<file path="src/rtl/pe_cfg_pkg.sv">
`default_nettype none
// ============================================================================
//  pe_cfg_pkg
//  Shared address map, control-bit positions and FSM encoding for the
//  per-PE double-buffered configuration bank.
//  Revision: 1.0  initial release
// ============================================================================
package pe_cfg_pkg;

    // Fixed word addresses at the bottom of the map
    localparam int ADDR_LAYER_NO = 0;
    localparam int ADDR_CTRL     = 1;
    localparam int ACT_BASE      = 4;

    // Control register bit positions
    localparam int CTRL_COMMIT  = 0;
    localparam int CTRL_CLR_ERR = 1;

    // Commit FSM encoding
    localparam logic [0:0] ST_IDLE = 1'b0;
    localparam logic [0:0] ST_PEND = 1'b1;

    // Field selected by a decoded address
    typedef enum logic [2:0] {
        FLD_NONE     = 3'd0,
        FLD_LAYER_NO = 3'd1,
        FLD_CTRL     = 3'd2,
        FLD_ACT      = 3'd3,
        FLD_COL      = 3'd4,
        FLD_WOFF     = 3'd5
    } cfg_field_e;

    // act_no has max_layers entries; col_dim / w_mem_offset have one fewer
    function automatic int col_base(input int max_layers);
        return ACT_BASE + max_layers;
    endfunction

    function automatic int woff_base(input int max_layers);
        return col_base(max_layers) + max_layers - 1;
    endfunction

    function automatic int addr_end(input int max_layers);
        return woff_base(max_layers) + max_layers - 1;
    endfunction

endpackage
`default_nettype wire

</file>
<file path="src/rtl/pe_state_bank_if.sv">
`default_nettype none
// ============================================================================
//  pe_state_bank_if
//  Configuration write (valid/ready) and readback bus of a PE state bank.
//  Revision: 1.0  initial release
// ============================================================================
interface pe_state_bank_if #(
    parameter int ADDR_W = 6,
    parameter int DATA_W = 16
) ();
    logic              cfg_wr_valid;
    logic              cfg_wr_ready;
    logic [ADDR_W-1:0] cfg_wr_addr;
    logic [DATA_W-1:0] cfg_wr_data;
    logic              cfg_rd_valid;
    logic [ADDR_W-1:0] cfg_rd_addr;
    logic [DATA_W-1:0] cfg_rd_data;
    logic              cfg_rd_data_valid;

    // Host / configuration master side
    modport master (
        output cfg_wr_valid, cfg_wr_addr, cfg_wr_data, cfg_rd_valid, cfg_rd_addr,
        input  cfg_wr_ready, cfg_rd_data, cfg_rd_data_valid
    );

    // State bank side
    modport slave (
        input  cfg_wr_valid, cfg_wr_addr, cfg_wr_data, cfg_rd_valid, cfg_rd_addr,
        output cfg_wr_ready, cfg_rd_data, cfg_rd_data_valid
    );
endinterface
`default_nettype wire

</file>
<file path="src/rtl/pe_cfg_decode.sv">
`default_nettype none
// ============================================================================
//  pe_cfg_decode
//  Combinational word-address decode into {field, index, hit}; one copy
//  serves the write path and one the read path.
//  Revision: 1.0  initial release
// ============================================================================
module pe_cfg_decode
    import pe_cfg_pkg::*;
#(
    parameter int MAX_LAYERS = 8,
    parameter int LNO_W      = 3,
    parameter int ADDR_W     = 6
) (
    input  wire logic [ADDR_W-1:0] addr_i,
    output cfg_field_e             field_o,
    output logic [LNO_W-1:0]       idx_o,
    output logic                   hit_o
);

    localparam logic [31:0] C_LNO  = 32'(ADDR_LAYER_NO);
    localparam logic [31:0] C_CTRL = 32'(ADDR_CTRL);
    localparam logic [31:0] C_ACT  = 32'(ACT_BASE);
    localparam logic [31:0] C_COL  = 32'(col_base(MAX_LAYERS));
    localparam logic [31:0] C_WOFF = 32'(woff_base(MAX_LAYERS));
    localparam logic [31:0] C_END  = 32'(addr_end(MAX_LAYERS));

    logic [31:0] w_addr;
    assign w_addr = {{(32-ADDR_W){1'b0}}, addr_i};

    // Range-compare the address against each region of the map
    always_comb begin
        field_o = FLD_NONE;
        idx_o   = '0;
        hit_o   = 1'b0;
        if (w_addr == C_LNO) begin
            field_o = FLD_LAYER_NO;
            hit_o   = 1'b1;
        end else if (w_addr == C_CTRL) begin
            field_o = FLD_CTRL;
            hit_o   = 1'b1;
        end else if (w_addr >= C_ACT && w_addr < C_COL) begin
            field_o = FLD_ACT;
            idx_o   = LNO_W'(w_addr - C_ACT);
            hit_o   = 1'b1;
        end else if (w_addr >= C_COL && w_addr < C_WOFF) begin
            field_o = FLD_COL;
            idx_o   = LNO_W'(w_addr - C_COL);
            hit_o   = 1'b1;
        end else if (w_addr >= C_WOFF && w_addr < C_END) begin
            field_o = FLD_WOFF;
            idx_o   = LNO_W'(w_addr - C_WOFF);
            hit_o   = 1'b1;
        end
    end

endmodule
`default_nettype wire

</file>
<file path="src/rtl/pe_state_bank.sv">
`default_nettype none
// ============================================================================
//  pe_state_bank
//  Double-buffered per-PE layer configuration: writes land in a shadow bank,
//  a commit copies it to the active bank once the datapath is idle, and the
//  active entries for the current layer are presented as registered outputs.
//  Revision: 1.0  initial release
// ============================================================================
module pe_state_bank
    import pe_cfg_pkg::*;
#(
    parameter int MAX_LAYERS = 8,
    parameter int LNO_W      = 3,
    parameter int ACT_W      = 6,
    parameter int COL_W      = 6,
    parameter int WOFF_W     = 10,
    parameter int ADDR_W     = 6,
    parameter int DATA_W     = 16
) (
    input  wire logic              clk,
    input  wire logic              rst_n,
    input  wire logic [5:0]        pe_idx_i,
    pe_state_bank_if.slave         cfg,
    input  wire logic              dp_busy_i,
    output logic                   commit_done_o,
    output logic                   cfg_err_o,
    input  wire logic [LNO_W-1:0]  layer_idx_i,
    output logic [LNO_W-1:0]       layer_no_o,
    output logic [ACT_W-1:0]       in_act_no_o,
    output logic [ACT_W-1:0]       out_act_no_o,
    output logic [COL_W-1:0]       col_dim_o,
    output logic [WOFF_W-1:0]      w_mem_offset_o
);

    // Shadow bank (written by config port)
    logic [LNO_W-1:0]  sh_ln_q;
    logic [ACT_W-1:0]  sh_act_q  [MAX_LAYERS];
    logic [COL_W-1:0]  sh_col_q  [MAX_LAYERS-1];
    logic [WOFF_W-1:0] sh_woff_q [MAX_LAYERS-1];

    // Active bank (drives the PE)
    logic [LNO_W-1:0]  ac_ln_q;
    logic [ACT_W-1:0]  ac_act_q  [MAX_LAYERS];
    logic [COL_W-1:0]  ac_col_q  [MAX_LAYERS-1];
    logic [WOFF_W-1:0] ac_woff_q [MAX_LAYERS-1];

    logic [0:0]        state_q, state_d;
    logic              err_q, err_d;
    logic              done_q, done_d;
    logic              rd_valid_q;
    logic [DATA_W-1:0] rd_data_q;
    logic [DATA_W-1:0] w_rd_value;

    cfg_field_e        w_wr_field, w_rd_field;
    logic [LNO_W-1:0]  w_wr_idx, w_rd_idx;
    logic              w_wr_hit, w_rd_hit;

    pe_cfg_decode #(.MAX_LAYERS(MAX_LAYERS), .LNO_W(LNO_W), .ADDR_W(ADDR_W)) u_wr_dec (
        .addr_i  (cfg.cfg_wr_addr),
        .field_o (w_wr_field),
        .idx_o   (w_wr_idx),
        .hit_o   (w_wr_hit)
    );

    pe_cfg_decode #(.MAX_LAYERS(MAX_LAYERS), .LNO_W(LNO_W), .ADDR_W(ADDR_W)) u_rd_dec (
        .addr_i  (cfg.cfg_rd_addr),
        .field_o (w_rd_field),
        .idx_o   (w_rd_idx),
        .hit_o   (w_rd_hit)
    );

    logic w_wr_ready, w_wr_fire, w_commit_req, w_clr_req, w_commit_go, w_ln_ok, w_err_set;
    logic [31:0] w_ln32, w_li32;

    assign w_wr_ready   = (state_q == ST_IDLE);
    assign w_wr_fire    = cfg.cfg_wr_valid && w_wr_ready;
    assign w_commit_req = w_wr_fire && (w_wr_field == FLD_CTRL) && cfg.cfg_wr_data[CTRL_COMMIT];
    assign w_clr_req    = w_wr_fire && (w_wr_field == FLD_CTRL) && cfg.cfg_wr_data[CTRL_CLR_ERR];
    assign w_commit_go  = (state_q == ST_PEND) && !dp_busy_i;
    assign w_ln32       = {{(32-LNO_W){1'b0}}, sh_ln_q};
    assign w_li32       = {{(32-LNO_W){1'b0}}, layer_idx_i};
    assign w_ln_ok      = (w_ln32 != 32'd0) && (w_ln32 <= 32'(MAX_LAYERS-1));
    assign w_err_set    = (w_wr_fire && !w_wr_hit) || (cfg.cfg_rd_valid && !w_rd_hit)
                        || (w_commit_go && !w_ln_ok);

    // pe_idx only labels simulation messages; upper data bits are don't-care
    logic w_unused;
    assign w_unused = ^{pe_idx_i, cfg.cfg_wr_data};

    assign cfg.cfg_wr_ready      = w_wr_ready;
    assign cfg.cfg_rd_data       = rd_data_q;
    assign cfg.cfg_rd_data_valid = rd_valid_q;
    assign commit_done_o         = done_q;
    assign cfg_err_o             = err_q;

    // Commit FSM, sticky error (clear before set) and commit pulse
    always_comb begin
        state_d = state_q;
        case (state_q)
            ST_IDLE: if (w_commit_req) state_d = ST_PEND;
            ST_PEND: if (!dp_busy_i)   state_d = ST_IDLE;
            default: state_d = ST_IDLE;
        endcase
        err_d = err_q;
        if (w_clr_req) err_d = 1'b0;
        if (w_err_set) err_d = 1'b1;
        done_d = w_commit_go && w_ln_ok;
    end

    // Control state registers
    always_ff @(posedge clk or negedge rst_n) begin
        if (!rst_n) begin
            state_q <= ST_IDLE;
            err_q   <= 1'b0;
            done_q  <= 1'b0;
        end else begin
            state_q <= state_d;
            err_q   <= err_d;
            done_q  <= done_d;
        end
    end

    // Shadow bank update on an accepted write to a data field
    always_ff @(posedge clk or negedge rst_n) begin
        if (!rst_n) begin
            sh_ln_q <= '0;
            for (int i = 0; i < MAX_LAYERS; i++)   sh_act_q[i]  <= '0;
            for (int i = 0; i < MAX_LAYERS-1; i++) sh_col_q[i]  <= '0;
            for (int i = 0; i < MAX_LAYERS-1; i++) sh_woff_q[i] <= '0;
        end else if (w_wr_fire) begin
            case (w_wr_field)
                FLD_LAYER_NO: sh_ln_q             <= cfg.cfg_wr_data[LNO_W-1:0];
                FLD_ACT:      sh_act_q[w_wr_idx]  <= cfg.cfg_wr_data[ACT_W-1:0];
                FLD_COL:      sh_col_q[w_wr_idx]  <= cfg.cfg_wr_data[COL_W-1:0];
                FLD_WOFF:     sh_woff_q[w_wr_idx] <= cfg.cfg_wr_data[WOFF_W-1:0];
                default:      ;
            endcase
        end
    end

    // Whole-bank copy shadow -> active in a single edge on a valid commit
    always_ff @(posedge clk or negedge rst_n) begin
        if (!rst_n) begin
            ac_ln_q <= '0;
            for (int i = 0; i < MAX_LAYERS; i++)   ac_act_q[i]  <= '0;
            for (int i = 0; i < MAX_LAYERS-1; i++) ac_col_q[i]  <= '0;
            for (int i = 0; i < MAX_LAYERS-1; i++) ac_woff_q[i] <= '0;
        end else if (w_commit_go && w_ln_ok) begin
            ac_ln_q   <= sh_ln_q;
            ac_act_q  <= sh_act_q;
            ac_col_q  <= sh_col_q;
            ac_woff_q <= sh_woff_q;
        end
    end

    // Readback mux over the shadow bank; address 1 reports {err, pending}
    always_comb begin
        w_rd_value = '0;
        case (w_rd_field)
            FLD_LAYER_NO: w_rd_value = {{(DATA_W-LNO_W){1'b0}}, sh_ln_q};
            FLD_CTRL:     w_rd_value = {{(DATA_W-2){1'b0}}, err_q, (state_q == ST_PEND)};
            FLD_ACT:      w_rd_value = {{(DATA_W-ACT_W){1'b0}}, sh_act_q[w_rd_idx]};
            FLD_COL:      w_rd_value = {{(DATA_W-COL_W){1'b0}}, sh_col_q[w_rd_idx]};
            FLD_WOFF:     w_rd_value = {{(DATA_W-WOFF_W){1'b0}}, sh_woff_q[w_rd_idx]};
            default:      w_rd_value = '0;
        endcase
    end

    // One-cycle readback pipeline; samples pre-write shadow contents
    always_ff @(posedge clk or negedge rst_n) begin
        if (!rst_n) begin
            rd_valid_q <= 1'b0;
            rd_data_q  <= '0;
        end else begin
            rd_valid_q <= cfg.cfg_rd_valid;
            if (cfg.cfg_rd_valid) rd_data_q <= w_rd_value;
        end
    end

    // Registered per-layer view of the active bank with range guards
    always_ff @(posedge clk or negedge rst_n) begin
        if (!rst_n) begin
            layer_no_o     <= '0;
            in_act_no_o    <= '0;
            out_act_no_o   <= '0;
            col_dim_o      <= '0;
            w_mem_offset_o <= '0;
        end else begin
            layer_no_o     <= ac_ln_q;
            in_act_no_o    <= (w_li32 < 32'(MAX_LAYERS)) ? ac_act_q[layer_idx_i] : '0;
            out_act_no_o   <= (w_li32 + 32'd1 < 32'(MAX_LAYERS))
                              ? ac_act_q[LNO_W'(w_li32 + 32'd1)] : '0;
            col_dim_o      <= (w_li32 < 32'(MAX_LAYERS-1)) ? ac_col_q[layer_idx_i]  : '0;
            w_mem_offset_o <= (w_li32 < 32'(MAX_LAYERS-1)) ? ac_woff_q[layer_idx_i] : '0;
        end
    end

endmodule
`default_nettype wire

</file>
<file path="src/flat_wrapper.sv">
// flat-port wrapper written by rule: the top's interface ports become plain ports
module pe_state_bank_flat import pe_cfg_pkg::*;
#(
    parameter int MAX_LAYERS = 8,
    parameter int LNO_W      = 3,
    parameter int ACT_W      = 6,
    parameter int COL_W      = 6,
    parameter int WOFF_W     = 10,
    parameter int ADDR_W     = 6,
    parameter int DATA_W     = 16
)
  (clk, rst_n, pe_idx_i, dp_busy_i, commit_done_o, cfg_err_o, layer_idx_i, layer_no_o, in_act_no_o, out_act_no_o, col_dim_o, w_mem_offset_o, cfg_cfg_wr_valid, cfg_cfg_wr_addr, cfg_cfg_wr_data, cfg_cfg_rd_valid, cfg_cfg_rd_addr, cfg_cfg_wr_ready, cfg_cfg_rd_data, cfg_cfg_rd_data_valid);
  pe_state_bank_if #(.ADDR_W(ADDR_W), .DATA_W(DATA_W)) cfg_i ();
  input  wire logic clk;
  input  wire logic rst_n;
  input  wire logic [5:0] pe_idx_i;
  input  wire logic dp_busy_i;
  output logic commit_done_o;
  output logic cfg_err_o;
  input  wire logic [LNO_W-1:0] layer_idx_i;
  output logic [LNO_W-1:0] layer_no_o;
  output logic [ACT_W-1:0] in_act_no_o;
  output logic [ACT_W-1:0] out_act_no_o;
  output logic [COL_W-1:0] col_dim_o;
  output logic [WOFF_W-1:0] w_mem_offset_o;
  input wire logic [$bits(cfg_i.cfg_wr_valid)-1:0] cfg_cfg_wr_valid;
  input wire logic [$bits(cfg_i.cfg_wr_addr)-1:0] cfg_cfg_wr_addr;
  input wire logic [$bits(cfg_i.cfg_wr_data)-1:0] cfg_cfg_wr_data;
  input wire logic [$bits(cfg_i.cfg_rd_valid)-1:0] cfg_cfg_rd_valid;
  input wire logic [$bits(cfg_i.cfg_rd_addr)-1:0] cfg_cfg_rd_addr;
  output wire logic [$bits(cfg_i.cfg_wr_ready)-1:0] cfg_cfg_wr_ready;
  output wire logic [$bits(cfg_i.cfg_rd_data)-1:0] cfg_cfg_rd_data;
  output wire logic [$bits(cfg_i.cfg_rd_data_valid)-1:0] cfg_cfg_rd_data_valid;
  assign cfg_i.cfg_wr_valid = cfg_cfg_wr_valid;
  assign cfg_i.cfg_wr_addr = cfg_cfg_wr_addr;
  assign cfg_i.cfg_wr_data = cfg_cfg_wr_data;
  assign cfg_i.cfg_rd_valid = cfg_cfg_rd_valid;
  assign cfg_i.cfg_rd_addr = cfg_cfg_rd_addr;
  assign cfg_cfg_wr_ready = cfg_i.cfg_wr_ready;
  assign cfg_cfg_rd_data = cfg_i.cfg_rd_data;
  assign cfg_cfg_rd_data_valid = cfg_i.cfg_rd_data_valid;
  pe_state_bank #(.MAX_LAYERS(MAX_LAYERS), .LNO_W(LNO_W), .ACT_W(ACT_W), .COL_W(COL_W), .WOFF_W(WOFF_W), .ADDR_W(ADDR_W), .DATA_W(DATA_W)) u_core (.clk(clk), .rst_n(rst_n), .pe_idx_i(pe_idx_i), .cfg(cfg_i), .dp_busy_i(dp_busy_i), .commit_done_o(commit_done_o), .cfg_err_o(cfg_err_o), .layer_idx_i(layer_idx_i), .layer_no_o(layer_no_o), .in_act_no_o(in_act_no_o), .out_act_no_o(out_act_no_o), .col_dim_o(col_dim_o), .w_mem_offset_o(w_mem_offset_o));
endmodule
</file>
<file path="config.mk">
export PLATFORM = sky130hd
export DESIGN_NAME = pe_state_bank_flat
export DESIGN_NICKNAME = d
export VERILOG_FILES = /design/src/rtl/pe_cfg_pkg.sv /design/src/rtl/pe_state_bank_if.sv /design/src/rtl/pe_cfg_decode.sv /design/src/rtl/pe_state_bank.sv /design/src/flat_wrapper.sv
export SDC_FILE = /design/constraint.sdc
export NUM_CORES = 1
export LEC_CHECK = 0
export ABC_AREA = 1
export CAP_MARGIN = 5
export CORE_AREA = 3 3 266 268
export CTS_CLUSTER_SIZE = 24
export DETAILED_ROUTE_END_ITERATION = 7
export DIE_AREA = 0 0 269 271
export GPL_TIMING_DRIVEN = 0
export PLACE_DENSITY_LB_ADDON = 0.08
export SLEW_MARGIN = 25
export SYNTH_ARGS = -nofsm -noshare
export SYNTH_HDL_FRONTEND = slang
export SYNTH_SLANG_ARGS = --single-unit
</file>
<file path="constraint.sdc">
create_clock -name clk -period 2.3 [get_ports clk]
set_clock_uncertainty 0.1 [all_clocks]
set_input_delay 0.345 -clock clk [delete_from_list [all_inputs] [get_ports clk]]
set_output_delay 0.345 -clock clk [all_outputs]
set_load 0.05 [all_outputs]
</file>
After elaboration in Yosys (flattened, before gate mapping)

Index checks and enable logic that the tools add are counted.

Bits in registers: 377

Add/subtract/negate cells: 7
Order comparisons: 21
Equal/unequal tests: 12
Muxes and demuxes: 68
Bitwise logic cells: 5
Reductions and logical operators: 31

Operator list:

| kind                | count |
|---|---|
| $bmux 6 s3          | 5 |
| $mux 6              | 14 |
| $bwmux 70           | 1 |
| $logic_not 32->1    | 2 |
| $bmux 10 s3         | 2 |
| $mux 10             | 6 |
| $mux 3              | 20 |
| $pmux 10 s5         | 1 |
| $bwmux 48           | 1 |
| $bwmux 42           | 1 |
| $lt 32x4->1 const B | 1 |
| $reduce_bool 32->1  | 1 |
| $demux 10 s3        | 1 |
| $lt 6x5->1 const B  | 4 |
| $demux 6 s3         | 1 |
| $logic_and 1x1->1   | 17 |
| $ge 4x4->1 const B  | 4 |
| $not 3->4           | 4 |
| $mux 1              | 14 |
| $eq 3x2->1 const B  | 4 |
| $eq 3x3->1 const B  | 4 |
| $eq 6x1->1 const B  | 2 |
| $ge 6x3->1 const B  | 2 |
| $ge 6x4->1 const B  | 2 |
| other kinds (16)    | 30 |

Depth between registers and ports, before layout

Gate-level depths: netlist of the first run.

Depth after elaboration: 13
Mapped depth: 16
Mapped depth without buffers: 15

By module

Synthesis of the first run repeated with hierarchy kept, for this count alone.

Cells, all modules: 2,120
Area total of the unflattened synthesis: 17,156.5 µm²

Modules (own cells, without submodules):

| module        | times used | cells an instance | area an instance (µm²) |
|---|---|---|---|
| pe_state_bank | 1          | 2,036             | 16,661.0 |
| pe_cfg_decode | 2          | 42                | 247.7 |

Worst setup path after synthesis of the first run

Ideal clock, no wire load.

Kind: input to register
Start point: input port cfg_cfg_rd_addr[0]
End point: register u_core.rd_data_q[5], in the netlist u_core.cfg.cfg_rd_data[5]
Data arrival time: 1,854 ps
Required time: 2,082 ps
Slack: 228 ps
Cell stages on the path: 15
Buffers on the path: 2
Cell sequence: ha_1 > nor2_1 > nand2_1 > nand2_1 > nand3_1 > nand2_2 > buf_4 > buf_2 > nand2_1 > o211ai_1 > nand3_1 > nand3_1 > nand3_1 > nand2_1 > nand2_1

Cells in the longest elaborated chain, start to end: 12
Elaborated cells on any way between the ends: 40

RTL lines:

| element                                                                  | line                                                             | text |
|---|---|---|
| start, declared                                                          | flat_wrapper.sv:30                                               | `input wire logic [$bits(cfg_i.cfg_rd_addr)-1:0] cfg_cfg_rd_addr;` |
| $ge 6x5->1 / $lt 6x5->1 (equally long branches)                          | pe_cfg_decode.sv:50                                              | `end else if (w_addr >= C_WOFF && w_addr < C_END) begin` |
| $logic_and 1x1->1                                                        | pe_cfg_decode.sv:50                                              |  |
| $mux 3                                                                   | pe_cfg_decode.sv:50                                              |  |
| $mux 3                                                                   | pe_cfg_decode.sv:46                                              | `end else if (w_addr >= C_COL && w_addr < C_WOFF) begin` |
| $mux 3                                                                   | pe_cfg_decode.sv:42                                              | `end else if (w_addr >= C_ACT && w_addr < C_COL) begin` |
| $mux 3                                                                   | pe_cfg_decode.sv:39                                              | `end else if (w_addr == C_CTRL) begin` |
| $mux 3                                                                   | pe_cfg_decode.sv:36                                              | `if (w_addr == C_LNO) begin` |
| $not 3->4 (implied by the code)                                          | pe_state_bank.sv:162, pe_state_bank.sv:163, pe_state_bank.sv:164 |  |
| $bmux 10 s3, or another cell as far along                                | pe_state_bank.sv:164                                             | `FLD_WOFF: w_rd_value = {{(DATA_W-WOFF_W){1'b0}}, sh_woff_q[w_rd_idx]};` |
| $mux 10 (implied by the code), or another cell as far along (2 in a row) | pe_state_bank.sv:164                                             |  |
| $pmux 10 s5 *                                                            | pe_state_bank.sv:159                                             | `case (w_rd_field)` |
| end signal, assigned                                                     | pe_state_bank.sv:176                                             | `if (cfg.cfg_rd_valid) rd_data_q <= w_rd_value;` |
| end, declared                                                            | pe_state_bank.sv:51                                              | `logic [DATA_W-1:0] rd_data_q;` |

Every way passes the cells marked *; elsewhere a longest branch is shown, timed or not. The select of a mux whose other input is x is not followed.
A chain may end at the register's enable or synchronous reset.

Worst setup path after layout of the first run

Start point: register u_core.sh_ln_q[2]
End point: register u_core.ac_act_q[8] (netlist name)

Cells in the longest elaborated chain, start to end: 3
Elaborated cells on any way between the ends: 4

RTL lines:

| element                                                 | line                 | text |
|---|---|---|
| start, declared                                         | pe_state_bank.sv:36  | `logic [LNO_W-1:0] sh_ln_q;` |
| start signal, assigned                                  | pe_state_bank.sv:132 | `FLD_LAYER_NO: sh_ln_q <= cfg.cfg_wr_data[LNO_W-1:0];` |
| $le 3x3->1 / $reduce_bool 32->1 (equally long branches) | pe_state_bank.sv:82  | `assign w_ln_ok = (w_ln32 != 32'd0) && (w_ln32 <= 32'(MAX_LAYERS-1));` |
| $logic_and 1x1->1 *                                     | pe_state_bank.sv:82  |  |
| $logic_and 1x1->1 *                                     | pe_state_bank.sv:148 | `end else if (w_commit_go && w_ln_ok) begin` |
| end signal, assigned                                    | pe_state_bank.sv:150 | `ac_act_q <= sh_act_q;` |
| end, declared                                           | pe_state_bank.sv:43  | `logic [ACT_W-1:0] ac_act_q [MAX_LAYERS];` |

Every way passes the cells marked *; elsewhere a longest branch is shown, timed or not.

==> results of run 1 <==
-- per-stage QoR --
| step | hold WS, ns | TNS, ns | instances | area [sq um] | util |
|---|---|---|---|---|---|
| finish | 0.1461 | 0 | 3215 | 21230 | 0.3096 |
| global route | 0.1434 | -0.0008140 | 3214 | 21230 | 0.3096 |
| CTS | 0.1047 | -0.1660 | 3206 | 20730 | 0.3022 |
| detailed placement | 0.2590 | -218.35 | 3124 | 19070 | 0.2781 |
| global placement | 0.2708 | -6451.38 | 3120 | 18960 | 0.2764 |
| floorplan | -0.05059 | 0 | 2116 | 17060 | - |
-- registers in the layout, summed over array words and instances, names as in the netlist, 6 cells and up --
signal                  count
u_core.cfg.cfg_rd_data     10
u_core.ac_woff_q           70
u_core.ac_act_q            48
u_core.col_dim_o            6
u_core.sh_col_q            42
u_core.in_act_no_o          6
u_core.sh_woff_q           70
u_core.ac_col_q            42
u_core.out_act_no_o         6
u_core.sh_act_q            48
u_core.w_mem_offset_o      10
-- timing repair --
item,in CTS,in global routing
gates resized for setup,84,143
buffers inserted,5,9
pin swaps,5,17
setup endpoints to repair,274,250
endpoints found under the hold margin,65,0
hold buffers,1,0
-- power by group through the flow --
stage	combinational [mW]	sequential (mW)	clock, mW
final	3.21	8.17	6.95
after global routing	3.54	8.25	7.43
after CTS	3.07	8.12	7.17
after detailed placement	3.00	8.23	0
after global placement	2.95	8.25	0
after floorplan	1.58	8.03	0
-- area by class of cell --
type / count / share of cell area
Clock inverter: 16 / 0.006482
Timing Repair Buffer: 92 / 0.04814
Sequential cell: 371 / 0.4372
Multi-Input combinational cell: 1474 / 0.3296
Antenna cell: 1 / 0.0001178
Tap cell: 931 / 0.05486
Buffer: 148 / 0.04219
Inverter: 122 / 0.02192
Clock buffer: 60 / 0.05945
-- metal layers --
| metal | share of wire | track usage | wire length [um] |
|---|---|---|---|
| met1 | 0.50 | 0.3008 | 35640 |
| met2 | 0.43 | 0.2933 | 30940 |
| met3 | 0.052 | 0.02819 | 3688 |
| met4 | 0.018 | 0.03882 | 1313 |
| met5 | 0 | 0 | 0 |
-- critical path, stage by stage, from the launching register on --
cell	delay [ns]
dfrtp_1	0.46
o31ai_4	0.46
clkbuf_2	0.33
buf_1	0.58
o21ai_0	0.17
-- cell usage in the layout, fill, tap and decap left out, types with 26 or more instances in the layout --
cell type          n
a21oi_1           28
buf_4             38
clkbuf_1          59
clkbuf_16         45
clkbuf_2          26
clkdlybuf4s50_1   60
dfrtp_1          371
inv_1            114
nand2_1          740
nand3_1          117
nor2_1            71
o21ai_0          231
o21ai_1          124
-- cell families (layout without fill, tap and decap cells) --
group	count (synthesis)	in the layout	share of synthesized area
AOI/OAI and AO/OA	459	459	0.1465
buffers and inverters	271	438	0.06520
other	1	7	0.0002201
xor gates and xnor gates	2	2	0.001028
and+or+nand+nor	1000	1000	0.2372
adders and majority gates	7	7	0.005139
DFF	371	371	0.5448
-- how the worst min path moves through the flow --
stage                                                         to  slack, ns                     startpoint
after floorplan                   u_core.ac_act_q[0]$_DFFE_PN0P_      -0.05                          rst_n
after global placement            u_core.layer_no_o[0]$_DFF_PN0_       0.27  u_core.ac_ln_q[0]$_DFFE_PN0P_
after detailed placement      u_core.w_mem_offset_o[8]$_DFF_PN0_       0.26                          rst_n
after CTS                 u_core.cfg.cfg_rd_data_valid$_DFF_PN0_       0.10               cfg_cfg_rd_valid
after global routing      u_core.cfg.cfg_rd_data_valid$_DFF_PN0_       0.14               cfg_cfg_rd_valid
final                     u_core.cfg.cfg_rd_data_valid$_DFF_PN0_       0.15               cfg_cfg_rd_valid
==> flow_metrics.py, run 1 <==
metrics = {
    "run_status": {
        "status": "complete, no violations",
    },
    "synthesis": {
        "syn-cell-area_sq_um": 17040,
        "synth.avg_cell_area_sq_um": 8.073,
        "yosysUniqueCellTypes": 39,
        "synth_top_cell_area_share": 0.5448,
        "synthFlopType": "dfrtp_1",
        "yosysMostFrequentCell": "nand2_1",
        "async_flop_share": 1.000,
        "yosys.area.top_type": "dfrtp_1",
        "synth_cells": 2111,
        "synth-seq-cells": 371,
        "yosys_warnings": 0,
        "synth_edf_count": 0,
        "ys_seq_area_frac": 0.5448,
        "synthTopCellsByArea": "dfrtp_1 (54%), nand2_1 (16%), o21ai_0 (6.8%)",
        "synth_common_cells": "nand2_1 (749), dfrtp_1 (371), o21ai_0 (233)",
    },
    "sta": {
        "setup_slack_ns": 0.03193,
        "slew_headroom": 0.4382,
        "finalCriticalPeriod_ns": 2.268,
        "setup_violations": 0,
        "tightest_slew_ns": 0.8427,
        "max_freq_mhz": 440.9,
        "fin_crit_sh": 0.9861,
        "finalHoldViolations": 0,
        "slew_viol_final": 0,
    },
    "clock_network": {
        "cts_tree": "done",
        "clk_latency_ns": 0.57,
        "cts.clk_slew.worst_paths_ns": 0.06,
        "cts_buffer_depth": 3,
        "htree_levels": 2,
        "cts_root_buffer": "clkbuf_16",
        "cts_num_sinks": 371,
        "cts_made_buffers": 45,
    },
    "setup_path": {
        "cp_max_fo": 10,
        "rr_worst_depth": 4,
        "cp.arrival_ns": 2.58,
        "regToRegSetupSlack_ns": 0.03,
        "worstReg2RegEnd": "u_core.ac_act_q[8]$_DFFE_PN0P_",
        "crit_path_start": "u_core.sh_ln_q[2]$_DFFE_PN0P_",
        "start_kind": "flop",
        "required_ns": 2.61,
        "criticalPathCategory": "flop to flop",
        "crit_path_end": "u_core.ac_act_q[8]$_DFFE_PN0P_",
        "rr_startpoint": "u_core.sh_ln_q[2]$_DFFE_PN0P_",
        "cp-end-kind": "flop",
    },
    "place": {
        "place_congestion": 0.9217,
        "portBuffers": 73,
        "place_ws_ns": -1.360,
        "hpwlAfterDp_um": 55050,
    },
    "floorplanning": {
        "die_y_um": 271,
        "dieArea_sq_um": 72900,
        "fp.coreArea_sq_um": 68590,
        "row_count": 96,
        "num_io_pins": 93,
        "die_w_um": 269,
        "start_util": 0.2485,
    },
    "hold_path": {
        "min_path_type": "input pin to flop",
        "hold_depth": 1,
    },
    "pwr": {
        "p_leak_nw": 9.907,
        "power_density_nw_per_um2": 863.1,
        "clock_power_share": 0.379,
        "seqPwrFrac": 0.446,
        "pwr-share-comb": 0.175,
        "vdd_ir_drop_max_uv": 478.6,
        "total_power_mw": 18.33,
        "p_sw_mw": 5.927,
        "p_int_mw": 12.40,
        "p_sw_frac": 0.3234,
    },
    "routing": {
        "drtIter0Drc": 1371,
        "avgRoutedWirePerCell_um": 22.27,
        "first_pass_iters": 5,
        "vias_per_cell": 4.699,
        "vias": 15110,
        "routed_wl_um": 71590,
        "drc": 0,
        "postRouteAntennaNets": 0,
    },
    "finish": {
        "fillers": 7313,
        "drive_gt1_frac": 0.1099,
        "multi_input_area_sq_um": 6999,
        "nets": 2303,
        "seq_area_sq_um": 9284,
        "area_growth_pct": 24.60,
    },
    "global_routing": {
        "grt_start_max_net_pins": 85,
        "grt_pass1_wl_um": 104600,
        "grtUsageTotal": 0.1966,
        "globalRouteOverflowTotal": 0,
        "grt_pass1_vias": 14800,
        "antenna_found_initial": 1,
    },
    "job": {
        "maxCapViolCount": 0,
    },
}
(Power assumes the default switching activity.)
==> run 2: changes to the inputs <==
- REMOVE_ABC_BUFFERS: default -> 1
==> run 2 against run 1 <==
Effect of this change: sequential cell count unchanged; final area increased by 3.3%; combinational power increased by 1%; first-iteration DRC count increased by 1.2%; via count decreased by 0.74%; total power increased by 1.0%; final cell count decreased by 1.7%; global-route usage decreased by 0.54 points; critical path depth increased by 10; worst setup slack improved by 0.020 ns; sequential power decreased by 4.0%.
==> flow_metrics.py, run 2 (synthesized netlist as in run 1, its figures left out) <==
metrics = {
    "pwr": {
        "vdd_ir_drop_max_uv": 513.7,
        "total_power_mw": 18.52,
        "p_leak_nw": 10.03,
        "power_density_nw_per_um2": 844.3,
    },
    "clock_network": {
        "cts_buffer_depth": 3,
        "htree_levels": 2,
        "cts_num_sinks": 371,
        "cts.clk_slew.worst_paths_ns": 0.06,
        "clk_latency_ns": 0.58,
        "cts_made_buffers": 47,
        "cts_root_buffer": "clkbuf_16",
        "cts_tree": "done",
    },
    "global_routing": {
        "grtUsageTotal": 0.1912,
        "antenna_found_initial": 1,
        "grt-busiest-layer": "met2",
        "grtUsageMet2": 0.3037,
        "grt_pass1_wl_um": 102600,
        "gr-usage-met1": 0.2704,
        "grt_pass1_vias": 14890,
        "globalRouteOverflowTotal": 0,
        "grt_start_max_net_pins": 87,
        "met3_usage": 0.02983,
    },
    "sta": {
        "finalHoldViolations": 0,
        "fin_crit_sh": 0.9773,
        "setup_violations": 0,
        "rsz0062_at_grt": "yes",
        "fin_tns_setup_ns": 0,
        "tightest_slew_ns": 1.069,
        "slew_headroom": 0.2863,
        "setup_slack_ns": 0.05213,
        "max_freq_mhz": 444.9,
        "finalCriticalPeriod_ns": 2.248,
        "slew_viol_final": 0,
        "holdWs_ns": 0.1453,
    },
    "setup_path": {
        "cp.arrival_ns": 2.57,
        "crit_path_end": "u_core.sh_woff_q[54]$_DFFE_PN0P_",
        "critical-path-max-stage-delay_ns": 0.32,
        "cp-end-kind": "flop",
        "rr_startpoint": "u_core.state_q$_DFF_PN0_",
        "critPathSlowestCell": "dlygate4sd2_1",
        "crit_chain": "dlygate4sd2_1 > nor2_4 > nand2_1 > nor2_2 > inv_2 > nand2_1 > nand2_1 > o21ai_4 > buf_12 > clkinvlp_4 > buf_4 > buf_12 > nand3_4 > o21ai_1",
        "regToRegSetupSlack_ns": 0.20,
        "worstReg2RegEnd": "u_core.ac_woff_q[4]$_DFFE_PN0P_",
        "criticalPathCategory": "input pin to flop",
        "start_kind": "input pin",
        "crit_top_cell": "nand2_1",
        "rr_worst_depth": 10,
        "cp_max_fo": 15,
        "crit_path_start": "cfg_cfg_wr_addr[5]",
        "required_ns": 2.62,
    },
    "routing": {
        "drc": 0,
        "routed_wl_um": 69910,
        "first_pass_iters": 5,
        "postRouteAntennaNets": 0,
        "vias_per_cell": 4.744,
        "avgRoutedWirePerCell_um": 22.12,
        "drtIter0Drc": 1387,
        "vias": 15000,
    },
    "finish": {
        "drive_gt1_frac": 0.1197,
        "area_growth_pct": 28.70,
        "top_regs": "u_core.ac_woff_q: 70 flops, u_core.sh_woff_q: 70 flops",
        "layout_commonest_cell": "nand2_1",
        "layout_common_cells": "nand2_1 (736), dfrtp_1 (371), o21ai_0 (233)",
        "fin_area_sq_um": 21930,
        "antenna_cells": 0,
        "nets": 2243,
        "fillers": 7201,
    },
    "job": {
        "maxCapViolCount": 0,
    },
    "floorplanning": {
        "row_count": 96,
        "die_w_um": 269,
        "fp.coreArea_sq_um": 68590,
        "dieArea_sq_um": 72900,
        "start_util": 0.2485,
        "die_y_um": 271,
        "num_io_pins": 93,
    },
    "run_status": {
        "status": "complete, no violations",
    },
    "place": {
        "portBuffers": 74,
        "place_congestion": 0.7916,
        "hpwlAfterDp_um": 39780,
        "postPlaceCellArea_sq_um": 19080,
        "place_ws_ns": -2.092,
    },
    "hold_path": {
        "min_path_type": "input pin to flop",
    },
}
==> run 2: cell count changes in the layout (fill, tap and decap cells not counted), sizes merged, moves of 3 or more <==
cell	previous run	this run
buf	79	95
nand3	143	153
dlygate4sd2	2	8
dlymetal6s2s	9	0
clkbuf	149	78
clkdlybuf4s50	60	56
nand2	753	756
==> run 2: layout make-up <==
type,count,area (sq um),share of cell area
Timing Repair Buffer,165,2103,0.09590
Clock buffer,74,1420,0.06475
Sequential cell,371,9284,0.4233
Multi-Input combinational cell,1487,7341,0.3347
Tap cell,931,1165,0.05311
Inverter,122,514.2,0.02345
Clock inverter,11,105.1,0.004792
==> run 2: per-layer routing <==
metal	routed length, um	share of wire
met3	3704	0.053
met1	32380	0.46
met4	1526	0.022
met5	0	0
met2	32290	0.46
==> run 2: worst max-delay path, delay by kind of cell <==
kind                   cells  cell delay, ns
buffers and inverters      6            1.13
and+or+nand+nor            6            0.90
AOI/OAI and AO/OA          2            0.17
==> run 2: worst min path at each step <==
| stage | from | to | slack (ns) | cells past startpoint |
|---|---|---|---|---|
| 3_5_place_dp | u_core.ac_ln_q[1]$_DFFE_PN0P_ | u_core.layer_no_o[1]$_DFF_PN0_ | 0.26 | 0 |
| 2_1_floorplan | rst_n | u_core.ac_act_q[0]$_DFFE_PN0P_ | -0.05 | 0 |
| 5_1_grt | layer_idx_i[2] | u_core.w_mem_offset_o[5]$_DFF_PN0_ | 0.16 | 3 |
| 4_1_cts | layer_idx_i[2] | u_core.w_mem_offset_o[5]$_DFF_PN0_ | 0.13 | 3 |
| 6_report | layer_idx_i[2] | u_core.w_mem_offset_o[5]$_DFF_PN0_ | 0.15 | 3 |
| 3_3_place_gp | u_core.ac_ln_q[2]$_DFFE_PN0P_ | u_core.layer_no_o[2]$_DFF_PN0_ | 0.27 | 0 |
==> run 2: power by group <==
| part | switching [mW] | total, mW | leakage [nW] | internal, mW |
|---|---|---|---|---|
| combinational | 2.11 | 3.25 | 4.31 | 1.14 |
| sequential | 0.526 | 7.84 | 4.96 | 7.31 |
| clock | 3.00 | 7.43 | 0.757 | 4.44 |
==> run 2: per-stage QoR <==
step	instances	util
detailed placement	3007	0.2782
global placement	2972	0.2670
floorplan	1967	-
CTS	3145	0.3163
global route	3161	0.3198
finish	3161	0.3198
==> run 2: what timing repair did <==
| item | in CTS | in global routing |
|---|---|---|
| cloned | 14 | 3 |
| hold endpoints to repair | 66 | 0 |
| buffers inserted | 38 | 13 |
| hold buffers | 1 | 0 |
| pin swaps | 21 | 10 |
| endpoints found under the setup margin | 242 | 243 |
| resized for setup | 102 | 34 |
